--- src/rtl/factorial_pkg.sv ---
// Shared constants for the factorial BCD converter: state encoding,
// operand width derivation and the minimum digit-count rule.
package factorial_pkg;

  localparam int NUM_DIGITS_W = 5;

  typedef enum logic [1:0] {
    IDLE  = 2'd0,
    SHIFT = 2'd1,
    COUNT = 2'd2,
    DONE  = 2'd3
  } state_t;

  function automatic int operand_width(input int n);
    return 20 * n;
  endfunction

  // ceil(w * log10(2)) with log10(2) approximated as 0.30103
  function automatic int min_digits(input int w);
    return (w * 30103 + 99999) / 100000;
  endfunction

endpackage

--- src/rtl/factorial_bcd_converter_if.sv ---
// Handshake bundle between the factorial block, the converter and the display driver.
interface factorial_bcd_converter_if
  import factorial_pkg::*;
#(
  parameter int N      = 4,
  parameter int DIGITS = 25
);
  logic                    in_valid;
  logic                    in_ready;
  logic [20*N-1:0]         bin_in;
  logic                    out_valid;
  logic                    out_ready;
  logic [4*DIGITS-1:0]     bcd_out;
  logic [NUM_DIGITS_W-1:0] num_digits;
  logic                    busy;

  modport master (
    output in_valid, bin_in, out_ready,
    input  in_ready, out_valid, bcd_out, num_digits, busy
  );

  modport slave (
    input  in_valid, bin_in, out_ready,
    output in_ready, out_valid, bcd_out, num_digits, busy
  );
endinterface

--- src/rtl/bcd_add3_digit.sv ---
// Double-dabble digit correction: a digit of 5..9 gets +3 before the shift.
module bcd_add3_digit (
  input  logic [3:0] i_digit,
  output logic [3:0] o_digit
);
  assign o_digit = (i_digit >= 4'd5) ? i_digit + 4'd3 : i_digit;
endmodule

--- src/rtl/factorial_bcd_converter.sv ---
// Sequential binary-to-BCD converter (one bit per cycle) with significant
// digit count, valid/ready on both sides.
module factorial_bcd_converter
  import factorial_pkg::*;
#(
  parameter int N      = 4,
  parameter int DIGITS = 25
) (
  input logic                        clk,
  input logic                        rst,
  factorial_bcd_converter_if.slave   bus
);
  localparam int W  = operand_width(N);
  localparam int CW = $clog2(W + 1);

  state_t                  r_state;
  state_t                  r_state_next;
  logic [W-1:0]            r_shift;
  logic [4*DIGITS-1:0]     r_acc;
  logic [CW-1:0]           r_cnt;
  logic [4*DIGITS-1:0]     r_bcd;
  logic [NUM_DIGITS_W-1:0] r_nd;
  logic [4*DIGITS-1:0]     w_adj;
  logic [NUM_DIGITS_W-1:0] w_num_digits;
  logic                    w_in_ready;
  logic                    w_out_valid;
  logic                    w_busy;

  generate
    for (genvar gi = 0; gi < DIGITS; gi++) begin : g_adj
      bcd_add3_digit u_add3 (
        .i_digit(r_acc[4*gi +: 4]),
        .o_digit(w_adj[4*gi +: 4])
      );
    end
  endgenerate

  // Leading non-zero digit search; an all-zero result still shows one digit.
  always_comb begin
    w_num_digits = NUM_DIGITS_W'(1);
    for (int i = 0; i < DIGITS; i++) begin
      if (r_acc[4*i +: 4] != 4'd0) w_num_digits = NUM_DIGITS_W'(i + 1);
    end
  end

  always_ff @(posedge clk or posedge rst) begin
    if (rst) r_state <= IDLE;
    else     r_state <= r_state_next;
  end

  always_comb begin
    r_state_next = r_state;
    w_in_ready   = 1'b0;
    w_out_valid  = 1'b0;
    w_busy       = 1'b1;
    case (r_state)
      IDLE: begin
        w_in_ready = 1'b1;
        w_busy     = 1'b0;
        if (bus.in_valid) r_state_next = SHIFT;
      end
      SHIFT: begin
        if (r_cnt == CW'(1)) r_state_next = COUNT;
      end
      COUNT: r_state_next = DONE;
      DONE: begin
        w_out_valid = 1'b1;
        if (bus.out_ready) r_state_next = IDLE;
      end
      default: r_state_next = IDLE;
    endcase
  end

  always_ff @(posedge clk or posedge rst) begin
    if (rst) begin
      r_shift <= '0;
      r_acc   <= '0;
      r_cnt   <= '0;
      r_bcd   <= '0;
      r_nd    <= '0;
    end else begin
      case (r_state)
        IDLE: begin
          if (bus.in_valid) begin
            r_shift <= bus.bin_in;
            r_acc   <= '0;
            r_cnt   <= CW'(W);
          end
        end
        SHIFT: begin
          {r_acc, r_shift} <= {w_adj, r_shift} << 1;
          r_cnt            <= r_cnt - CW'(1);
        end
        COUNT: begin
          r_bcd <= r_acc;
          r_nd  <= w_num_digits;
        end
        default: ;
      endcase
    end
  end

  assign bus.in_ready   = w_in_ready;
  assign bus.out_valid  = w_out_valid;
  assign bus.busy       = w_busy;
  assign bus.bcd_out    = r_bcd;
  assign bus.num_digits = r_nd;

endmodule

--- src/flat_wrapper.sv ---
// flat-port wrapper written by rule: the top's interface ports become plain ports
module factorial_bcd_converter_flat import factorial_pkg::*;
#(
  parameter int N      = 4,
  parameter int DIGITS = 25
)
  (clk, rst, bus_in_valid, bus_bin_in, bus_out_ready, bus_in_ready, bus_out_valid, bus_bcd_out, bus_num_digits, bus_busy);
  factorial_bcd_converter_if #(.N(N), .DIGITS(DIGITS)) bus_i ();
  input logic clk;
  input logic rst;
  input wire logic [$bits(bus_i.in_valid)-1:0] bus_in_valid;
  input wire logic [$bits(bus_i.bin_in)-1:0] bus_bin_in;
  input wire logic [$bits(bus_i.out_ready)-1:0] bus_out_ready;
  output wire logic [$bits(bus_i.in_ready)-1:0] bus_in_ready;
  output wire logic [$bits(bus_i.out_valid)-1:0] bus_out_valid;
  output wire logic [$bits(bus_i.bcd_out)-1:0] bus_bcd_out;
  output wire logic [$bits(bus_i.num_digits)-1:0] bus_num_digits;
  output wire logic [$bits(bus_i.busy)-1:0] bus_busy;
  assign bus_i.in_valid = bus_in_valid;
  assign bus_i.bin_in = bus_bin_in;
  assign bus_i.out_ready = bus_out_ready;
  assign bus_in_ready = bus_i.in_ready;
  assign bus_out_valid = bus_i.out_valid;
  assign bus_bcd_out = bus_i.bcd_out;
  assign bus_num_digits = bus_i.num_digits;
  assign bus_busy = bus_i.busy;
  factorial_bcd_converter #(.N(N), .DIGITS(DIGITS)) u_core (.clk(clk), .rst(rst), .bus(bus_i));
endmodule
--- config.mk ---
export PLATFORM = sky130hd
export DESIGN_NAME = factorial_bcd_converter_flat
export DESIGN_NICKNAME = d
export VERILOG_FILES = /design/src/rtl/factorial_pkg.sv /design/src/rtl/factorial_bcd_converter_if.sv /design/src/rtl/bcd_add3_digit.sv /design/src/rtl/factorial_bcd_converter.sv /design/src/flat_wrapper.sv
export SDC_FILE = /design/constraint.sdc
export NUM_CORES = 1
export LEC_CHECK = 0
export ABC_AREA = 1
export CORE_UTILIZATION = 55
export CTS_CLUSTER_SIZE = 20
export DETAILED_ROUTE_END_ITERATION = 12
export PLACE_DENSITY = 0.91
export SLEW_MARGIN = 40
export SYNTH_ARGS = -nofsm -noshare
export SYNTH_HDL_FRONTEND = slang
export SYNTH_SLANG_ARGS = --single-unit
--- constraint.sdc ---
create_clock -name clk -period 9.91 [get_ports clk]
set_input_delay 0.991 -clock clk [delete_from_list [all_inputs] [get_ports clk]]
set_output_delay 0.991 -clock clk [all_outputs]
set_load 0.01 [all_outputs]
=== Yosys cells after proc, flatten, opt, wreduce, memory -nomap -nowiden ===
Index checks and enable logic that the tools add are counted.

* Output and inout bits: 108
* Bits in registers: 294
* Bits of input ports: 84

* Equal/unequal tests: 7
* $lt $le $gt $ge: 25
* Reduce and logical (&&, ||, !) cells: 28
* $add $sub $neg: 26
* Muxes and demuxes: 62

{| class="wikitable"
|+ Operators by type and width
! operator !! number
|-
| $pmux W100 S2 || 1
|-
| $pmux W80 S2 || 1
|-
| $mux W5 || 23
|-
| $ge A4 B3 Y1 const B || 25
|-
| $mux W100 || 1
|-
| $add A4 B2 Y4 const B || 24
|-
| $mux W4 || 24
|-
| $reduce_bool A4 Y1 || 24
|-
| $mux W80 || 1
|-
| $pmux W7 S2 || 1
|-
| $mux W2 || 4
|-
| $pmux W2 S4 || 1
|-
| $eq A7 B1 Y1 const B || 1
|-
| $mux W7 || 1
|-
| $sub A7 B1 Y7 const B || 1
|-
| $eq A2 B2 Y1 const B || 2
|-
| $ne A2 B2 Y1 const B || 2
|-
| $add A3 B2 Y3 const B || 1
|-
| $mux W1 || 3
|-
| $mux W3 || 1
|-
| $reduce_and A3 Y1 || 1
|-
| $eq A2 B1 Y1 const B || 1
|-
| $logic_not A2 Y1 || 1
|-
| $ne A2 B1 Y1 const B || 1
|-
| other kinds (2) || 2
|}

=== Depth between registers and ports, before layout ===
* Depth after elaboration: 25
* Mapped depth: 27
* Gate-level depth less buffers: 27

=== Cells and area by module ===
A second synthesis with hierarchy kept.

* Cell total of the unflattened synthesis: 1936
* Area, all modules: 15557.4 um^2

{| class="wikitable"
|+ Modules (own cells, without submodules)
! module !! area each (um^2) !! seq. area each (um^2) !! instances !! cells each
|-
| factorial_bcd_converter || 12179.2 || 7357.1 || 1 || 1361
|-
| bcd_add3_digit || 135.1 || 0.0 || 25 || 23
|}

=== Least setup slack after synthesis ===
OpenSTA, ideal clock, no wires.

* Kind: in2reg
* Start: in bus_in_valid
* End: reg u_core.r_acc[51]
* Data required time: 9.769 ns
* Setup slack: 7.801 ns
* Stages on the path: 6
* Path buffers: 2
* Data arrival time: 1.968 ns
* Path through: nor2_1 -> nor2_2 -> inv_2 -> clkbuf_1 -> buf_1 -> o22ai_1

* Word-level cells in the longest chain between the ends: 2

{| class="wikitable"
|+ RTL lines
! element !! RTL line !! RTL
|-
| from (decl) || flat_wrapper.sv:11 || <nowiki>input wire logic [$bits(bus_i.in_valid)-1:0] bus_in_valid;</nowiki>
|-
| $ne A2 B2 Y1 (no source line) || - ||
|-
| $reduce_and A2 Y1 (no source line) || - ||
|-
| to (signal assigned) || factorial_bcd_converter.sv:91 || <nowiki>{r_acc, r_shift} <= {w_adj, r_shift} << 1;</nowiki>
|-
| to (decl) || factorial_bcd_converter.sv:19 || <nowiki>logic [4*DIGITS-1:0] r_acc;</nowiki>
|}

No other way between the ends.
A chain may end at the register's enable or synchronous reset.

=== Worst setup path in the final report ===
* Start: in bus_in_valid
* End: reg u_core.r_cnt[5]

* Word-level cells in the longest chain between the ends: 2

{| class="wikitable"
|+ RTL lines
! element !! RTL line !! RTL
|-
| $ne A2 B2 Y1 (no source line) || - ||
|-
| $reduce_and A2 Y1 (no source line) || - ||
|-
| to (signal assigned) || factorial_bcd_converter.sv:87 || <nowiki>r_cnt <= CW'(W);</nowiki>
|-
| to (signal assigned) || factorial_bcd_converter.sv:92 || <nowiki>r_cnt <= r_cnt - CW'(1);</nowiki>
|-
| to (decl) || factorial_bcd_converter.sv:20 || <nowiki>logic [CW-1:0] r_cnt;</nowiki>
|}

No other way between the ends.

==> out/results.tsv <==
stage	metric	value	unit
sta	final_hold_viol_count	0	
floorplan	die_x	161	um
place	preCtsSetupSlack	4950	ps
routing	detail-route-antenna-nets	0	
floorplan	boundaryPins	192	
layout	fin_util	69.5	%
layout	final_cell_mix	nand2_1, dfrtp_1, clkdlybuf4s50_1, o21ai_0, nor2_1	
sta	fin_tns_setup	0	ps
setup_path	r2r-start	u_core.r_state[0]	
routing	top_layer	met5	
sta	maxSlewViolCount	0	
cts	cts_buffers	30	
floorplan	die_area	0.0260	sq mm
routing	dr_wl_met3	2.87	mm
floorplan	die_y	161	um
logic_synthesis	ys_warn_count	0	
global_routing	overflow	0	
layout	drive_gt1_share	7.05	%
global_routing	groute.usage.overall	25.9	%
setup_path	cp-end-kind	flop	
cts	clock-sinks	294	
place	dp_hpwl	22.2	mm
setup_path	crit_path_start	bus_in_valid	
logic_synthesis	async_flop_share	100	%
floorplan	initial_core_util	56.6	%
sta	setup_viol	0	
logic_synthesis	synth_area_per_cell	8.57	sq um
global_routing	grt_antenna_before_repair	1	
sta	slew_headroom	49.3	%
pwr	power_density	249	mW/mm^2
layout	antenna_cells	0	
job	cap_violations	0	
setup_path	arrival	4960	ps
routing	drt_iter0_markers	1043	
sta	finClkSkew	10.5	ps
sta	fmax	222	MHz
setup_path	cp_data_required_time	10380	ps
logic_synthesis	yosys-top-cells-area	dfrtp_1, nand2_1, o21ai_0	
logic_synthesis	synth_flop_cell	dfrtp_1	
pwr	max-vdd-ir-drop	197	uV
routing	wl	33.6	mm
routing	met1_length	14.0	mm
floorplan	coreArea	0.0246	sq mm
logic_synthesis	netlist_instances	1625	
logic_synthesis	synth_top_area_share	52.8	%
layout	fin_nets	1921	
logic_synthesis	synth.distinct_cells	34	
logic_synthesis	synth_top_area_cell	dfrtp_1	
cts	clock_path_buffers	3	
cts	worstSkewPairLatency	550	ps
routing	route.detailed.drc	0	
logic_synthesis	ys_seq_elements	294	
layout	fin_cells	2126	
cts	cts_root_buffer	clkbuf_16	
place	io_buffer_count	191	
cts	cts-resized-gates	0	
layout	final_common_cell	nand2_1	
setup_path	crit_path_cell_trace	clkdlybuf4s50_1 > nor2_1 > nor2_4 > buf_4 > inv_4 > nand2_8 > clkbuf_8 > nand3_1 > or2_1 > nor2_1 > o22ai_1 > a21oi_1	
routing	wl_per_cell	15.8	um
global_routing	first_global_vias	11626	
sta	fin_crit_sh	45.4	%
floorplan	num_rows	57	
logic_synthesis	syn_nets	1766	
cts	ctsHoldBuffers	0	
layout	syn2layout_area_growth	22.8	%
routing	drt-pass1-iter-count	7	
setup_path	path_class	in2reg	
run_status	status	finished clean	
setup_path	worstSetupStartpointType	input port	
cts	clkTransAtPathRegs	60	ps
setup_path	cp_common_cell	nor2_1	
sta	setup_slack	5410	ps
sta	worstMarginPinSlew	761	ps
global_routing	grt_max_degree	137	
cts	cts_setup_buffers	0	
setup_path	path_max_fanout	136	
setup_path	slowest_delay	760	ps
place	gp_congestion	0.829	
hold_path	hp-class	reg2reg	
routing	vias_per_cell	5.67	
logic_synthesis	ys_seq_area_share	52.8	%
pwr	leakage	7.71	nW
cts	htree_levels	1	
setup_path	critPathBufInv	4	
setup_path	cp_slowest_cell	clkbuf_8	
logic_synthesis	synth-edff-count	0	
sta	fin_crit	4500	ps
global_routing	grt_pass1_wl	55.6	mm
sta	rsz0062_at_grt	no	
hold_path	worstHoldStart	u_core.bus.bcd_out[88]	
setup_path	path_delay_family	buffers and inverters	
routing	wl_met2	15.9	mm
place	dp_cells	2071	
routing	vias	12064	
cts	cts_tree	done	
logic_synthesis	syn_area	0.0139	sq mm
==> area by class of cell <==
cell class	instances	area (sq um)
clock buffers	44	895
well taps	324	405
flip-flops and latches	294	7360
clock inverters	10	130
inverters	121	467
repair buffers	200	2010
multi-input cells	1133	5830
fillers	1787	7510
==> through the flow <==
step | hold slack [ps] | power, mW | cell area (sq um)
floorplan | 446 | 2.67 | 13900
global placement | 454 | 3.00 | 16000
detailed placement | 465 | 3.09 | 16000
CTS | 479 | 4.26 | 17100
global route | 504 | 4.54 | 17100
finish | 478 | 4.26 | 17100
==> synthesized netlist by cell type (5+ instances only) <==
master and n:
a21oi_1 52, a31oi_1 83, buf_2 13, clkbuf_1 61, dfrtp_1 294, ha_1 57
inv_1 105, inv_2 16, nand2_1 429, nand3_1 29, nand4_1 19, nor2_1 135
nor2_2 5, o211ai_1 17, o21ai_0 180, o21ai_1 6, o22ai_1 45, or2_2 39
xor2_1 6
==> final timing paths <==
check                      cells after the start                      to  slack [ps]
min                                            2  u_core.bus.bcd_out[88]         480
max reg2reg                                   14         u_core.r_cnt[5]        5590
min in group asynchronous                      2        u_core.r_acc[90]         940
max in group asynchronous                      3        u_core.r_acc[65]        7690
min reg2reg                                    2  u_core.bus.bcd_out[88]         480
max                                           12         u_core.r_cnt[5]        5410
==> flip-flops by register name, summed over array words and instances (netlist names) <==
signal / count
u_core.bus.num_digits: 5
u_core.r_state: 2
u_core.r_acc: 100
u_core.r_shift: 80
u_core.bus.bcd_out: 100
u_core.r_cnt: 7
==> tightest hold or removal path: stages, from the launching register on <==
cell and delay (ps):
dfrtp_1 340, nand2_1 50, o21ai_0 60
==> per-layer routing <==
metal / track usage, % / vias up
met4: 8.15 / 2
met2: 42.5 / 539
met3: 5.68 / 69
li1: - / 5719
met1: 34.5 / 5735
met5: 0 / -
==> cells by family after synthesis <==
kind of cell               share of synthesized area, %
AOI/OAI and AO/OA                                  16.2
xor gates and xnor gates                          0.566
adders and majority gates                          5.12
buffers and inverters                              5.45
DFF                                                52.8
and+or+nand+nor                                    19.8
==> power breakdown <==
group	switching (mW)	internal (mW)
combinational	0.988	0.492
clock	0.461	0.699
sequential	0.160	1.46
(Power assumes the default switching activity.)
